--- src/rtl/pong_vga_render_pkg.sv ---
// Shared constants for the pong VGA renderer: 640x480@60 timing, shape sizes,
// fixed screen positions and RGB565 colour codes.
package pong_vga_render_pkg;

  localparam int H_DISP = 640;
  localparam int H_FP   = 16;
  localparam int H_SYNC = 96;
  localparam int H_BP   = 48;
  localparam int V_DISP = 480;
  localparam int V_FP   = 10;
  localparam int V_SYNC = 2;
  localparam int V_BP   = 33;

  localparam int BALL_W = 10;
  localparam int SLDE_W = 10;
  localparam int BODY_W = 5;
  localparam int BODY_L = 60;

  localparam int PAD_L_X    = 55;
  localparam int PAD_R_X    = 580;
  localparam int SCORE_Y    = 16;
  localparam int SCORE_SZ   = 16;
  localparam int SCORE_L_X  = 200;
  localparam int SCORE_R_X  = 392;
  localparam int SCORE_STEP = 24;
  localparam int CENTER_X   = 319;

  localparam logic [15:0] C_BALL   = 16'hFFFF;
  localparam logic [15:0] C_PAD    = 16'h07E0;
  localparam logic [15:0] C_WALL   = 16'h8410;
  localparam logic [15:0] C_SCORE  = 16'hFFE0;
  localparam logic [15:0] C_CENTER = 16'h4208;
  localparam logic [15:0] C_BG     = 16'h0000;
  localparam logic [15:0] C_OVER   = 16'hF800;

  // v in [lo, lo+len-1]; the upper bound is 11 bits wide so lo+len never wraps
  function automatic logic in_range(input logic [9:0] v, input logic [9:0] lo,
                                    input logic [10:0] len);
    return ({1'b0, v} >= {1'b0, lo}) && ({1'b0, v} < ({1'b0, lo} + len));
  endfunction

endpackage

--- src/rtl/pong_vga_render_vga_timing.sv ---
// Raster counters and raw (unpipelined) sync / display-enable / frame-end.
module vga_timing #(
  parameter int HDISP = 640, parameter int HFP = 16, parameter int HSYNC = 96, parameter int HBP = 48,
  parameter int VDISP = 480, parameter int VFP = 10, parameter int VSYNC = 2,  parameter int VBP = 33
) (
  input  logic       clk,
  input  logic       rst,
  output logic [9:0] h_cnt,
  output logic [9:0] v_cnt,
  output logic       hs,
  output logic       vs,
  output logic       de,
  output logic       frame_end
);
  localparam int H_TOT = HDISP + HFP + HSYNC + HBP;
  localparam int V_TOT = VDISP + VFP + VSYNC + VBP;

  logic h_last, v_last;
  assign h_last = (h_cnt == 10'(H_TOT - 1));
  assign v_last = (v_cnt == 10'(V_TOT - 1));

  // h wraps every line; v advances on each h wrap
  always_ff @(posedge clk) begin
    if (rst) begin
      h_cnt <= '0;
      v_cnt <= '0;
    end else if (h_last) begin
      h_cnt <= '0;
      v_cnt <= v_last ? 10'd0 : v_cnt + 10'd1;
    end else begin
      h_cnt <= h_cnt + 10'd1;
    end
  end

  assign hs = !((h_cnt >= 10'(HDISP + HFP)) && (h_cnt < 10'(HDISP + HFP + HSYNC)));
  assign vs = !((v_cnt >= 10'(VDISP + VFP)) && (v_cnt < 10'(VDISP + VFP + VSYNC)));
  assign de = (h_cnt < 10'(HDISP)) && (v_cnt < 10'(VDISP));
  assign frame_end = h_last && v_last;

endmodule

--- src/rtl/pong_vga_render.sv ---
// Pong renderer: frame-shadowed game state, shape hit tests and a 2-stage
// output pipeline aligned with the sync signals.
module pong_vga_render
  import pong_vga_render_pkg::*;
#(
  parameter int HDISP = H_DISP, parameter int HFP = H_FP, parameter int HSYNC = H_SYNC, parameter int HBP = H_BP,
  parameter int VDISP = V_DISP, parameter int VFP = V_FP, parameter int VSYNC = V_SYNC, parameter int VBP = V_BP
) (
  input  logic        vga_clk,
  input  logic        sys_rst,
  input  logic        start,
  input  logic [9:0]  body_x,
  input  logic [9:0]  body_y,
  input  logic [9:0]  padbody_y0,
  input  logic [9:0]  padbody_y1,
  input  logic [3:0]  score,
  output logic        vga_hs,
  output logic        vga_vs,
  output logic        vga_de,
  output logic [15:0] vga_rgb,
  output logic        frame_tick
);
  logic [9:0] x, y;
  logic       hs0, vs0, de0, frame_end;

  vga_timing #(
    .HDISP(HDISP), .HFP(HFP), .HSYNC(HSYNC), .HBP(HBP),
    .VDISP(VDISP), .VFP(VFP), .VSYNC(VSYNC), .VBP(VBP)
  ) u_timing (
    .clk(vga_clk), .rst(sys_rst), .h_cnt(x), .v_cnt(y),
    .hs(hs0), .vs(vs0), .de(de0), .frame_end(frame_end)
  );

  assign frame_tick = frame_end;

  logic [9:0] sh_bx, sh_by, sh_py0, sh_py1;
  logic [3:0] sh_score;
  logic       sh_start;

  // game state is captured once per frame so the picture never tears
  always_ff @(posedge vga_clk) begin
    if (sys_rst) begin
      sh_bx    <= 10'd315;
      sh_by    <= 10'd235;
      sh_py0   <= 10'd210;
      sh_py1   <= 10'd210;
      sh_score <= 4'd0;
      sh_start <= 1'b0;
    end else if (frame_end) begin
      sh_bx    <= body_x;
      sh_by    <= body_y;
      sh_py0   <= padbody_y0;
      sh_py1   <= padbody_y1;
      sh_score <= score;
      sh_start <= start;
    end
  end

  logic ball_c, pad_c, wall_c, score_c, center_c, over_c;

  assign ball_c = sh_start && in_range(x, sh_bx, 11'(BALL_W)) && in_range(y, sh_by, 11'(BALL_W));
  assign pad_c  = (in_range(x, 10'(PAD_L_X), 11'(BODY_W)) && in_range(y, sh_py0, 11'(BODY_L)))
               || (in_range(x, 10'(PAD_R_X), 11'(BODY_W)) && in_range(y, sh_py1, 11'(BODY_L)));
  assign wall_c = (x < 10'(SLDE_W)) || (x >= 10'(HDISP - SLDE_W))
               || (y < 10'(SLDE_W)) || (y >= 10'(VDISP - SLDE_W));
  assign center_c = ((x == 10'(CENTER_X)) || (x == 10'(CENTER_X + 1))) && !y[4];
  assign over_c   = (sh_score[1:0] == 2'd3) || (sh_score[3:2] == 2'd3);

  // up to three tally blocks per side; block i is lit while i < that side's tally
  always_comb begin
    score_c = 1'b0;
    if (in_range(y, 10'(SCORE_Y), 11'(SCORE_SZ))) begin
      for (int i = 0; i < 3; i++) begin
        if (i < int'(sh_score[1:0]) && in_range(x, 10'(SCORE_L_X + SCORE_STEP * i), 11'(SCORE_SZ)))
          score_c = 1'b1;
        if (i < int'(sh_score[3:2]) && in_range(x, 10'(SCORE_R_X + SCORE_STEP * i), 11'(SCORE_SZ)))
          score_c = 1'b1;
      end
    end
  end

  logic ball1, pad1, wall1, score1, center1, over1, de1, hs1, vs1;

  // stage 1: register hits together with the raw timing signals
  always_ff @(posedge vga_clk) begin
    if (sys_rst) begin
      {ball1, pad1, wall1, score1, center1, over1, de1} <= '0;
      hs1 <= 1'b1;
      vs1 <= 1'b1;
    end else begin
      ball1   <= ball_c;
      pad1    <= pad_c;
      wall1   <= wall_c;
      score1  <= score_c;
      center1 <= center_c;
      over1   <= over_c;
      de1     <= de0;
      hs1     <= hs0;
      vs1     <= vs0;
    end
  end

  logic [15:0] color;

  // fixed colour priority, game-over tints the background
  always_comb begin
    color = over1 ? C_OVER : C_BG;
    if (ball1)        color = C_BALL;
    else if (pad1)    color = C_PAD;
    else if (wall1)   color = C_WALL;
    else if (score1)  color = C_SCORE;
    else if (center1) color = C_CENTER;
  end

  // stage 2: blank outside the visible area
  always_ff @(posedge vga_clk) begin
    if (sys_rst) begin
      vga_rgb <= '0;
      vga_de  <= 1'b0;
      vga_hs  <= 1'b1;
      vga_vs  <= 1'b1;
    end else begin
      vga_rgb <= de1 ? color : 16'h0000;
      vga_de  <= de1;
      vga_hs  <= hs1;
      vga_vs  <= vs1;
    end
  end

endmodule

--- config.mk ---
export PLATFORM = sky130hd
export DESIGN_NAME = pong_vga_render
export DESIGN_NICKNAME = d
export VERILOG_FILES = /design/src/rtl/pong_vga_render_pkg.sv /design/src/rtl/pong_vga_render_vga_timing.sv /design/src/rtl/pong_vga_render.sv
export SDC_FILE = /design/constraint.sdc
export NUM_CORES = 1
export LEC_CHECK = 0
export BUFFER_PORTS_ARGS = -buffer_cell sky130_fd_sc_hd__buf_2
export CELL_PAD_IN_SITES_DETAIL_PLACEMENT = 1
export CELL_PAD_IN_SITES_GLOBAL_PLACEMENT = 1
export CORE_AREA = 5 5 121 151
export DETAILED_ROUTE_END_ITERATION = 6
export DIE_AREA = 0 0 126 156
export GPL_TIMING_DRIVEN = 0
export PLACE_DENSITY = 0.63
export SYNTH_ARGS = -nofsm -noshare
export SYNTH_HDL_FRONTEND = slang
export SYNTH_SLANG_ARGS = --single-unit
--- constraint.sdc ---
create_clock -name vga_clk -period 2.2 [get_ports vga_clk]
set_input_delay 0.22 -clock vga_clk [delete_from_list [all_inputs] [get_ports vga_clk]]
set_output_delay 0.22 -clock vga_clk [all_outputs]
set_load 0.02 [all_outputs]
Word-level counts from Yosys, hierarchy flattened
Cells that the tools add are included.
- word-level logic and storage cells: 130
- output and inout port bits: 20
- register bits: 93
- input port bits: 47
- bitwise gates (word level): 2
- reduce and logical (&&, ||, !) cells: 40
- order comparisons: 42
- multiplexer cells: 13
- equal/unequal tests: 6
- $add $sub $neg: 6
- operators by type and width (operator ; number):
    $mux W16 ; 6
    $lt A10 B9 Y1 const B ; 6
    $ge A10 B9 Y1 const B ; 5
    $lt A10 B11 Y1 ; 4
    $ge A10 B10 Y1 ; 4
    $ge A10 B10 Y1 const B ; 3
    $ge A10 B8 Y1 const B ; 3
    $lt A10 B10 Y1 const B ; 3
    $logic_and A1 B1 Y1 ; 28
    $add A10 B4 Y11 const B ; 2
    $add A10 B6 Y11 const B ; 2
    $add A10 B1 Y10 const B ; 2
    $eq A10 B10 Y1 const B ; 2
    $eq A10 B9 Y1 const B ; 2
    $lt A10 B4 Y1 const B ; 2
    $lt A10 B6 Y1 const B ; 2
    $lt A10 B8 Y1 const B ; 2
    $ge A10 B5 Y1 const B ; 1
    $ge A10 B6 Y1 const B ; 1
    $mux W10 ; 1
    $lt A1 B2 Y1 const A ; 4
    $logic_or A1 B1 Y1 ; 6
    $mux W1 ; 6
    $reduce_or A2 Y1 ; 3
    other kinds (4) ; 9

Depth between registers and ports, before layout
Gate-level depths: netlist of run 1.
- word-level depth: 9
- depth in mapped cells: 11
- depth with buffers taken out: 11

By module
From an unflattened synthesis of run 1, not the netlist that was laid out.
- cell total of the unflattened synthesis: 660
- area, all modules: 5644.2 µm²
- modules (own cells, without submodules) (module ; cells an instance ; seq. area each (µm²) ; instances ; area an instance (µm²)):
    pong_vga_render ; 541 ; 1321.3 ; 1 ; 4639.4
    vga_timing ; 119 ; 400.4 ; 1 ; 1004.7

Least setup slack after synthesis of run 1
OpenSTA, ideal clock, no wires.
- kind: reg2reg
- start: register sh_by[4]
- end: register ball1
- path buffers: 0
- slack: 0.178 ns
- data arrival time: 1.931 ns
- data required time: 2.108 ns
- setup time: 0.092 ns
- cell stages (with the launch flop): 10
- clock period less this slack: 2.022 ns
- path through: dfxtp_1 > inv_1 > nor3_1 > o21ai_0 > xnor2_1 > ha_1 > a2111o_1 > a21oi_1 > nor4_1 > nor4_1
- longest elaborated chain between the ends: 4
- elaborated cells between the ends (all ways): 5
- classes of those cells: 1 x add/sub; 2 x order compare; 2 x reduce/logical
- ends and longest elaborated chain (what ; line ; source):
    start, declared ; pong_vga_render.sv:36 ; logic [9:0] sh_bx, sh_by, sh_py0, sh_py1;
    start signal, assigned ; pong_vga_render.sv:51 ; sh_by <= body_y;
    $add A10 B4 Y11 ; pong_vga_render_pkg.sv:39 ; return ({1'b0, v} >= {1'b0, lo}) && ({1'b0, v} < ({1'b0, lo} + len));
    $lt A10 B11 Y1 ; pong_vga_render_pkg.sv:39 ;
    $logic_and A1 B1 Y1 * ; pong_vga_render_pkg.sv:39 ;
    $logic_and A1 B1 Y1 * ; pong_vga_render.sv:61 ; assign ball_c = sh_start && in_range(x, sh_bx, 11'(BALL_W)) && in_range(y, sh_by, 11'(BALL_W));
    end signal, assigned ; pong_vga_render.sv:91 ; ball1 <= ball_c;
    end, declared ; pong_vga_render.sv:82 ; logic ball1, pad1, wall1, score1, center1, over1, de1, hs1, vs1;
Every way passes the cells marked *; elsewhere a longest branch is shown, timed or not.
A chain may end at the register's enable or synchronous reset.

Final worst setup path of run 1
Same ends and word-level chain as after synthesis.

==> flow_summary_export.csv, run 1 <==
group,metric,value,unit
run_status,status,"finished clean",
global_route,gr-total-overflow,0,
clocking,clk_pin_slew,0.07,ns
global_route,grt_util_all_layers,18.5,%
synth,synth-edff-count,0,
synth,synthFlopType,"dfxtp_1",
timing,finClkSkew,0.00641,ns
synth,synth_cells,699,
clocking,ctsHoldBuffers,0,
global_route,grt_pass1_wl,29.0,mm
critical_path,max_stage_delay,0.39,ns
clocking,cts_root_buffer,"clkbuf_16",
power_and_ir_drop,p_leak,2.92,nW
floorplanning,rows,53,
cells_and_area,final_util,41.2,%
timing,min_period_over_period,97.3,%
clocking,cts_sinks,86,
cells_and_area,final_common_cell,"nand2_1",
cells_and_area,multi_input_area,3810,um2
critical_path,worstSetupStartpoint,"sh_by[4]",
clocking,numCtsBuffers,9,
timing,slew_headroom,48.8,%
routing,top_layer,"met4",
job,maxCapViolations,0,
synth,yosys.cell_types.count,58,
cells_and_area,mostFrequentLayoutCells,"nand2_1 (81), ha_1 (78), buf_2 (69), dfxtp_1 (65), nor2_1 (59)",
routing,wl_met3,404,um
timing,hold_viol_final,0,
floorplanning,io_pins,67,
timing,slew_viol_final,0,
floorplanning,coreArea,16700,um2
clocking,cts_buffer_depth,2,
floorplanning,die_h,156,um
critical_path,path_cells,"inv_2, nor3_4, o21ai_1, xnor2_1, ha_1, a2111o_1, a21oi_2, nor4_4, nor4_1",
routing,wl_met1,7.38,mm
synth,syn_area,5730,um2
routing,dr.pass1.iters,4,
routing,drc,0,
routing,ant_nets,0,
synth,seq_area_frac_synth,30.1,%
floorplanning,die_x,126,um
cells_and_area,n_antenna_cell,0,
synth,yosys_warnings,0,
place,numPortBuffers,66,
floorplanning,dieArea,19700,um2
timing,fmax,467,MHz
global_route,grt_pass1_vias,5648,
critical_path,endpoint_kind,"flip-flop",
worst_hold_path,hold_start,"body_y[3]",
critical_path,cpMaxStageDelayCell,"a2111o_1",
place,place.gp.congestion,0.910,
timing,worst_pin_slew,0.767,ns
cells_and_area,fin_area,6890,um2
routing,route.met2.wl,9.89,mm
worst_hold_path,hold_class,"in -> reg",
critical_path,crit_path_start_kind,"flip-flop",
critical_path,crit_type,"reg -> reg",
synth,synthArstFlopShare,0,%
place,pre_cts_slack,-0.310,ns
global_route,antenna_found_initial,0,
routing,wirelength,18.1,mm
global_route,grt_max_degree,18,
power_and_ir_drop,p_per_area,469,nW/um2
cells_and_area,fillCellCount,2027,
clocking,tritoncts,"built",
synth,synth_seq_cells,86,
cells_and_area,regArea,1760,um2
cells_and_area,drive_above_1_share,21.7,%
power_and_ir_drop,max-vdd-ir-drop,0.000347,V
routing,wl_per_cell,18.0,um
routing,via_count,5233,
place,placed_area,6330,um2
critical_path,arrival,2.40,ns
critical_path,required,2.46,ns
routing,vias_per_cell,5.22,
clocking,clock_latency,0.35,ns
synth,syn_nets,829,
timing,period_needed,2.14,ns
clocking,cts_max_level,3,
critical_path,crit_fanout,4,
synth,syn_avg_cell_area,8.19,um2
place,dp_hpwl,14.1,mm
timing,setup_viol,0,
critical_path,r2r-start,"sh_by[4]",
routing,drt_iter0_markers,137,
floorplanning,start_util,34.3,%
cells_and_area,layout-area-overhead-vs-synth,20.3,%
cells_and_area,nets,907,
timing,fin_ws,0.0605,ns
[flip-flops by register name (all words and copies together) (netlist names), 4 cells and up]
| register | cells |
|---|---|
| sh_bx | 10 |
| sh_by | 10 |
| sh_py0 | 10 |
| sh_py1 | 10 |
| u_timing.h_cnt | 10 |
| u_timing.v_cnt | 10 |
| vga_rgb | 9 |
| sh_score | 4 |
[critical path: cells and delay by family, from the launching register on]
family / cells / cell delay (ns)
AOI/OAI and AO/OA: 3 / 0.68
and+or+nand+nor: 3 / 0.47
buffers and inverters: 1 / 0.08
adders and majority gates: 1 / 0.28
xor gates and xnor gates: 1 / 0.17
DFF: 1 / 0.37
[synthesized netlist by cell type (all sizes together), types with 3 or more instances]
| master | number | share of area (%) |
|---|---|---|
| dfxtp | 86 | 30 |
| ha | 83 | 18 |
| nand2 | 82 | 5.4 |
| nor2 | 62 | 4.2 |
| a21oi | 56 | 4.9 |
| inv | 49 | 3.2 |
| xnor2 | 30 | 4.6 |
| nor3 | 29 | 2.5 |
| o21ai | 26 | 2.3 |
| buf | 22 | 2.6 |
| a211o | 19 | 2.9 |
| nand3 | 17 | 1.7 |
| clkbuf | 14 | 0.92 |
| nand2b | 10 | 1.1 |
| nand4 | 10 | 1.2 |
| xor2 | 10 | 1.5 |
| nor4 | 9 | 1.4 |
| a21o | 8 | 1.0 |
| a31oi | 8 | 0.87 |
| nand3b | 8 | 1.0 |
| nor2b | 5 | 0.55 |
| or2 | 5 | 0.55 |
| a2111oi | 4 | 0.61 |
| and3 | 4 | 0.44 |
| o211ai | 4 | 0.52 |
| a22oi | 3 | 0.39 |
| o2111ai | 3 | 0.46 |
| o21a | 3 | 0.39 |
| or3 | 3 | 0.33 |
[metrics by stage]
stage / total power [mW] / instances / setup TNS, ns / hold WS (ns)
global route: 3.36 / 1002 / -0.0540 / 0.0639
CTS: 3.28 / 1001 / -0.00544 / 0.0588
floorplan: 1.67 / 699 / 0 / 0.338
detailed placement: 1.75 / 985 / -5.87 / 0.410
global placement: 1.74 / 985 / -4.53 / 0.403
finish: 3.23 / 1002 / 0 / 0.0676
[cell type report]
cell class	instances	share of cell area, %
clock buffers	9	3.27
inverters	49	2.67
clock inverters	7	0.927
repair buffers	67	4.94
flip-flops and latches	86	25.6
multi-input cells	528	55.3
well taps	220	4.00
plain buffers	36	3.31
[power breakdown]
part / switching, mW / internal [mW]
registers: 0.0111 / 1.56
logic: 0.0782 / 0.0588
clock network: 0.729 / 0.792
[cell families (layout without fill, tap and decap cells)]
kind of cell | Yosys count | count (layout) | share of synthesized area, %
AO/OA/AOI/OAI | 146 | 146 | 16.2
adder cells (fa/ha/maj) | 83 | 83 | 18.1
flip-flops | 86 | 86 | 30.1
XOR/XNOR | 40 | 40 | 6.12
AND/OR/NAND/NOR | 257 | 257 | 22.3
buffers and inverters | 85 | 168 | 6.77
multiplexers | 2 | 2 | 0.350
[layer usage]
metal,vias up,GRT usage [%]
met1,2530,20.4
met2,69,35.5
met3,25,2.84
met5,-,0
li1,2609,-
met4,0,7.10
[path summary, 6_finish.rpt]
check / endpoint / slack (ns) / cells past startpoint
setup reg to reg: ball1 / 0.06 / 9
hold / removal: sh_by[3] / 0.07 / 2
setup / recovery: ball1 / 0.06 / 9
hold reg to reg: vga_hs / 0.42 / 1
[timing repair]
action,4_1_cts,5_1_grt
gates resized for setup,34,53
setup endpoints to repair,57,63
pin swaps,6,7
setup buffers,0,1
gates cloned,0,0
(Power assumes the default switching activity.)
==> inputs of run 2 (changes only) <==
Settings changed: PLACE_DENSITY 0.63 to 0.66.
Clock period 2.2 ns to 1.8 ns, I/O delays scaled along.
==> run 2 against run 1 <==
- the flow now finishes with violations (setup timing)
- wire length grew 17%
- register-to-register slack lost 0.50 ns
- utilization is 7.3 points higher
- critical path type unchanged
- critical endpoint unchanged
- highest routed layer unchanged
==> flow_summary_export.csv, run 2 (synthesis results as in run 1) <==
group,metric,value,unit
timing,period_needed,2.24,ns
place,placed_area,6400,um2
global_route,met1_usage,21.0,%
critical_path,path_cells,"a21oi_2, nor3b_2, xnor2_1, ha_1, o21ai_1, nor2_1, o32ai_2, a31oi_2, nor4_2",
job,maxCapViolations,0,
routing,vias_per_cell,5.38,
global_route,grt_use_met2,37.7,%
critical_path,crit_type,"reg -> reg",
floorplanning,die_h,156,um
floorplanning,coreArea,16700,um2
global_route,grt_pass1_wl,30.5,mm
timing,slew_viol_final,0,
cells_and_area,final_util,48.5,%
critical_path,crit_fanout,6,
global_route,met3_usage,3.49,%
global_route,grt_util_all_layers,19.7,%
routing,via_count,5615,
run_status,status,"complete, but fails checks",
critical_path,endpoint_kind,"flip-flop",
global_route,grt_max_degree,16,
critical_path,cpMaxStageDelayCell,"dfxtp_1",
cells_and_area,fillCellCount,1964,
cells_and_area,drive_above_1_share,40.9,%
critical_path,max_stage_delay,0.39,ns
place,numPortBuffers,66,
timing,fin_ws,-0.444,ns
clocking,ctsHoldBuffers,0,
floorplanning,dieArea,19700,um2
floorplanning,rows,53,
critical_path,arrival,2.49,ns
cells_and_area,layout-area-overhead-vs-synth,41.7,%
timing,finClkSkew,0.00922,ns
routing,ant_nets,0,
critical_path,required,2.05,ns
clocking,cts_buffer_depth,2,
cells_and_area,nets,948,
power_and_ir_drop,p_leak,3.41,nW
place,dp_hpwl,14.5,mm
global_route,antenna_found_initial,0,
floorplanning,die_x,126,um
timing,hold_viol_final,0,
global_route,busiest_layer,"met2",
power_and_ir_drop,p_total,4.07,mW
routing,dr.pass1.iters,4,
timing,fmax,446,MHz
power_and_ir_drop,max-vdd-ir-drop,0.000381,V
critical_path,crit_path_start_kind,"flip-flop",
place,place.gp.congestion,0.867,
cells_and_area,mostFrequentLayoutCells,"ha_1 (77), buf_2 (66), dfxtp_1 (56), nand2_1 (41), nor2_1 (41)",
cells_and_area,fin_area,8110,um2
timing,worst_pin_slew,0.953,ns
floorplanning,io_pins,67,
clocking,cts_max_level,3,
global_route,grt_pass1_vias,5862,
clocking,cts_root_buffer,"clkbuf_16",
clocking,tritoncts,"built",
worst_hold_path,hold_class,"in -> reg",
clocking,clk_pin_slew,0.07,ns
run_status,failed_checks,"setup timing",
floorplanning,start_util,34.3,%
routing,wirelength,21.1,mm
global_route,gr-total-overflow,0,
clocking,cts_sinks,86,
timing,setup_viol,49,
power_and_ir_drop,p_per_area,502,nW/um2
timing,slew_headroom,36.4,%
routing,drt_iter0_markers,220,
timing,rsz0062_at_grt,"yes",
cells_and_area,final_common_cell,"ha_1",
routing,drc,0,
routing,wl_per_cell,20.2,um
clocking,clock_latency,0.35,ns
timing,min_period_over_period,125,%
cells_and_area,n_antenna_cell,0,
clocking,numCtsBuffers,9,
[run 2: timing repair]
item                       4_1_cts  5_1_grt
gates cloned                     1        5
setup buffers                   13       26
setup endpoints to repair       68       65
resized for setup               72      214
pin swaps                       11       76
[run 2: through the flow]
| step | hold WS (ns) | setup TNS, ns | setup WS [ns] | std cells |
|---|---|---|---|---|
| 5_1_grt | 0.0246 | -11.83 | -0.541 | 1043 |
| 3_5_place_dp | 0.387 | -24.67 | -0.666 | 985 |
| 4_1_cts | 0.0150 | -9.34 | -0.371 | 1013 |
| 3_3_place_gp | 0.384 | -20.68 | -0.709 | 985 |
| 2_1_floorplan | 0.298 | -0.0487 | -0.0487 | 699 |
| 6_report | 0.0222 | -7.89 | -0.444 | 1043 |
[run 2: worst paths after layout]
check | slack [ns] | cells after the start | to | from
hold reg to reg | 0.43 | 1 | vga_vs | vs1
setup / recovery | -0.44 | 9 | ball1 | sh_bx[3]
setup reg to reg | -0.44 | 9 | ball1 | sh_bx[3]
hold / removal | 0.02 | 2 | sh_py1[1] | padbody_y1[1]
[run 2: worst max-delay path: cells and delay by family, from the launching register on]
kind,cells,cell delay (ns)
AOI/OAI and AO/OA,4,0.68
xor gates and xnor gates,1,0.29
adders and majority gates,1,0.30
DFF,1,0.39
and+or+nand+nor,3,0.47
[run 2: area by class of cell]
class | count | area (um2) | share of cell area, %
Buffer | 33 | 308 | 3.80
Multi-Input combinational cell | 528 | 4400 | 54.2
Timing Repair Buffer | 111 | 837 | 10.3
Clock inverter | 6 | 68.8 | 0.849
Sequential cell | 86 | 1800 | 22.2
Clock buffer | 10 | 239 | 2.95
Inverter | 49 | 189 | 2.33
Tap cell | 220 | 275 | 3.39
[run 2: power breakdown]
group | total (mW) | switching (mW) | internal (mW)
Combinational | 0.192 | 0.113 | 0.0797
Sequential | 1.90 | 0.0101 | 1.89
Clock | 1.98 | 0.851 | 1.12
[run 2: per-layer routing]
layer | routed length [um] | vias up | part of all wire [%]
met3 | 823 | 55 | 3.9
met1 | 8140 | 2746 | 39
met5 | 0 | - | 0
li1 | - | 2697 | -
met4 | 956 | 0 | 4.5
met2 | 11100 | 117 | 53
==> inputs of run 3 (changes only) <==
Settings changed: PLACE_DENSITY 0.66 to default, PLACE_DENSITY_LB_ADDON from default to 0.05.
==> run 3 against run 2 <==
- the flow still finishes with violations (setup timing)
- fmax increased by 5.2%
- clock skew decreased by 0.0011 ns
- highest routed layer unchanged
- critical endpoint is now pad1
- sequential power about the same
- clock power decreased by 2%
- worst setup slack improved by 0.11 ns
- count of clock-buffer cells in the layout decreased by 1
==> flow_summary_export.csv, run 3 (synthesis results as in run 1) <==
group,metric,value,unit
timing,fmax,469,MHz
routing,via_count,5654,
global_route,grt_max_degree,16,
place,numPortBuffers,66,
routing,vias_per_cell,5.37,
power_and_ir_drop,power_frac_comb,5.0,%
clocking,clock_latency,0.35,ns
clocking,cts_buffer_depth,2,
power_and_ir_drop,p_sw,992,uW
routing,dr.pass1.iters,4,
timing,rsz0062_at_grt,"yes",
worst_hold_path,hold_class,"in -> reg",
clocking,cts_max_level,3,
clocking,clk_pin_slew,0.07,ns
cells_and_area,n_antenna_cell,0,
timing,slew_viol_final,0,
critical_path,endpoint_kind,"flip-flop",
global_route,grt_pass1_wl,32.9,mm
global_route,gr-total-overflow,0,
timing,tns,-4.33,ns
timing,worst_pin_slew,0.936,ns
critical_path,crit_path_start_kind,"flip-flop",
timing,slew_headroom,37.6,%
place,dp_hpwl,14.5,mm
power_and_ir_drop,p_leak,3.45,nW
power_and_ir_drop,p_per_area,494,nW/um2
critical_path,required,2.03,ns
floorplanning,coreArea,16700,um2
job,maxCapViolations,0,
timing,period_needed,2.13,ns
power_and_ir_drop,max-vdd-ir-drop,0.000435,V
run_status,status,"complete, but fails checks",
routing,wl_per_cell,20.7,um
cells_and_area,layout-area-overhead-vs-synth,43.0,%
floorplanning,rows,53,
cells_and_area,final_util,49.0,%
power_and_ir_drop,p_seq_share,47.0,%
cells_and_area,nets,958,
place,place.gp.congestion,0.807,
global_route,grt_util_all_layers,21.6,%
cells_and_area,drive_above_1_share,42.7,%
timing,hold_viol_final,0,
clocking,cts_sinks,86,
power_and_ir_drop,p_int,3.05,mW
clocking,tritoncts,"built",
run_status,failed_checks,"setup timing",
global_route,grt_pass1_vias,6137,
clocking,numCtsBuffers,9,
cells_and_area,mostFrequentLayoutCells,"ha_1 (75), buf_2 (67), dfxtp_1 (50), nand2_1 (45)",
critical_path,arrival,2.37,ns
clocking,cts_root_buffer,"clkbuf_16",
clocking,ctsHoldBuffers,0,
routing,drt_iter0_markers,251,
power_and_ir_drop,switching_share,24.5,%
cells_and_area,final_common_cell,"ha_1",
timing,setup_viol,53,
floorplanning,die_x,126,um
critical_path,crit_type,"reg -> reg",
floorplanning,start_util,34.3,%
floorplanning,io_pins,67,
critical_path,crit_fanout,4,
floorplanning,dieArea,19700,um2
timing,finClkSkew,0.00811,ns
power_and_ir_drop,pwr-share-clk,48.1,%
routing,ant_nets,0,
routing,drc,0,
routing,wirelength,21.7,mm
floorplanning,die_h,156,um
global_route,antenna_found_initial,0,
timing,fin_ws,-0.334,ns
timing,min_period_over_period,119,%
[run 3: worst max-delay path, stage by stage, from the launching register on]
cell and delay [ns]:
dfxtp_4 0.37, nor3_2 0.27, nand2_1 0.12, nand2_1 0.11, xnor2_1 0.09, ha_1 0.33, nand4_1 0.12, nor3_2 0.18
o21ai_1 0.12, a32o_2 0.30
[run 3: routing by layer]
metal | track usage, % | vias up | share of wire [%]
met5 | 0 | - | 0
met4 | 8.79 | 0 | 4.0
met3 | 4.11 | 54 | 3.5
met2 | 40.3 | 115 | 53
met1 | 23.9 | 2777 | 40
li1 | - | 2708 | -
[run 3: final timing paths]
check                                from  slack [ns]  depth (start not counted)        to
worst min register to register        vs1        0.42                          1    vga_vs
worst max register to register  sh_py1[2]       -0.33                          9      pad1
worst min-delay path            body_x[5]        0.02                          2  sh_bx[5]
worst max-delay path            sh_py1[2]       -0.33                          9      pad1
[run 3: through the flow]
| step | hold WS [ns] | worst slack, ns | instance area, um2 | total power [mW] | std cells |
|---|---|---|---|---|---|
| 2_1_floorplan | 0.298 | -0.0487 | 5790 | 2.05 | 699 |
| 3_3_place_gp | 0.381 | -0.856 | 6400 | 2.14 | 985 |
| 3_5_place_dp | 0.387 | -0.847 | 6400 | 2.14 | 985 |
| 4_1_cts | 0.0147 | -0.280 | 7780 | 4.09 | 1049 |
| 5_1_grt | 0.0153 | -0.450 | 8190 | 4.19 | 1052 |
| 6_report | 0.0213 | -0.334 | 8190 | 4.04 | 1052 |
[run 3: power by group through the flow]
stage / Clock (mW) / Sequential (mW) / Combinational (mW)
4_1_cts: 1.99 / 1.91 / 0.195
2_1_floorplan: 0 / 1.97 / 0.0724
5_1_grt: 2.07 / 1.90 / 0.220
3_3_place_gp: 0 / 1.97 / 0.169
6_report: 1.94 / 1.90 / 0.201
3_5_place_dp: 0 / 1.97 / 0.172
[run 3: cell type report]
cell class                      instances  area, um2
Fill cell                            1976       8520
Multi-Input combinational cell        528       4360
Sequential cell                        86       1810
Timing Repair Buffer                  120        940
Buffer                                 34        310
Tap cell                              220        275
Clock buffer                            9        225
Inverter                               49        189
Clock inverter                          6       71.3
[run 3: repair_timing]
action	CTS	global route
cloned	5	1
setup endpoints to repair	68	66
endpoints found under the hold margin	0	0
setup buffers	46	6
resized for setup	202	102
pin swaps	71	54
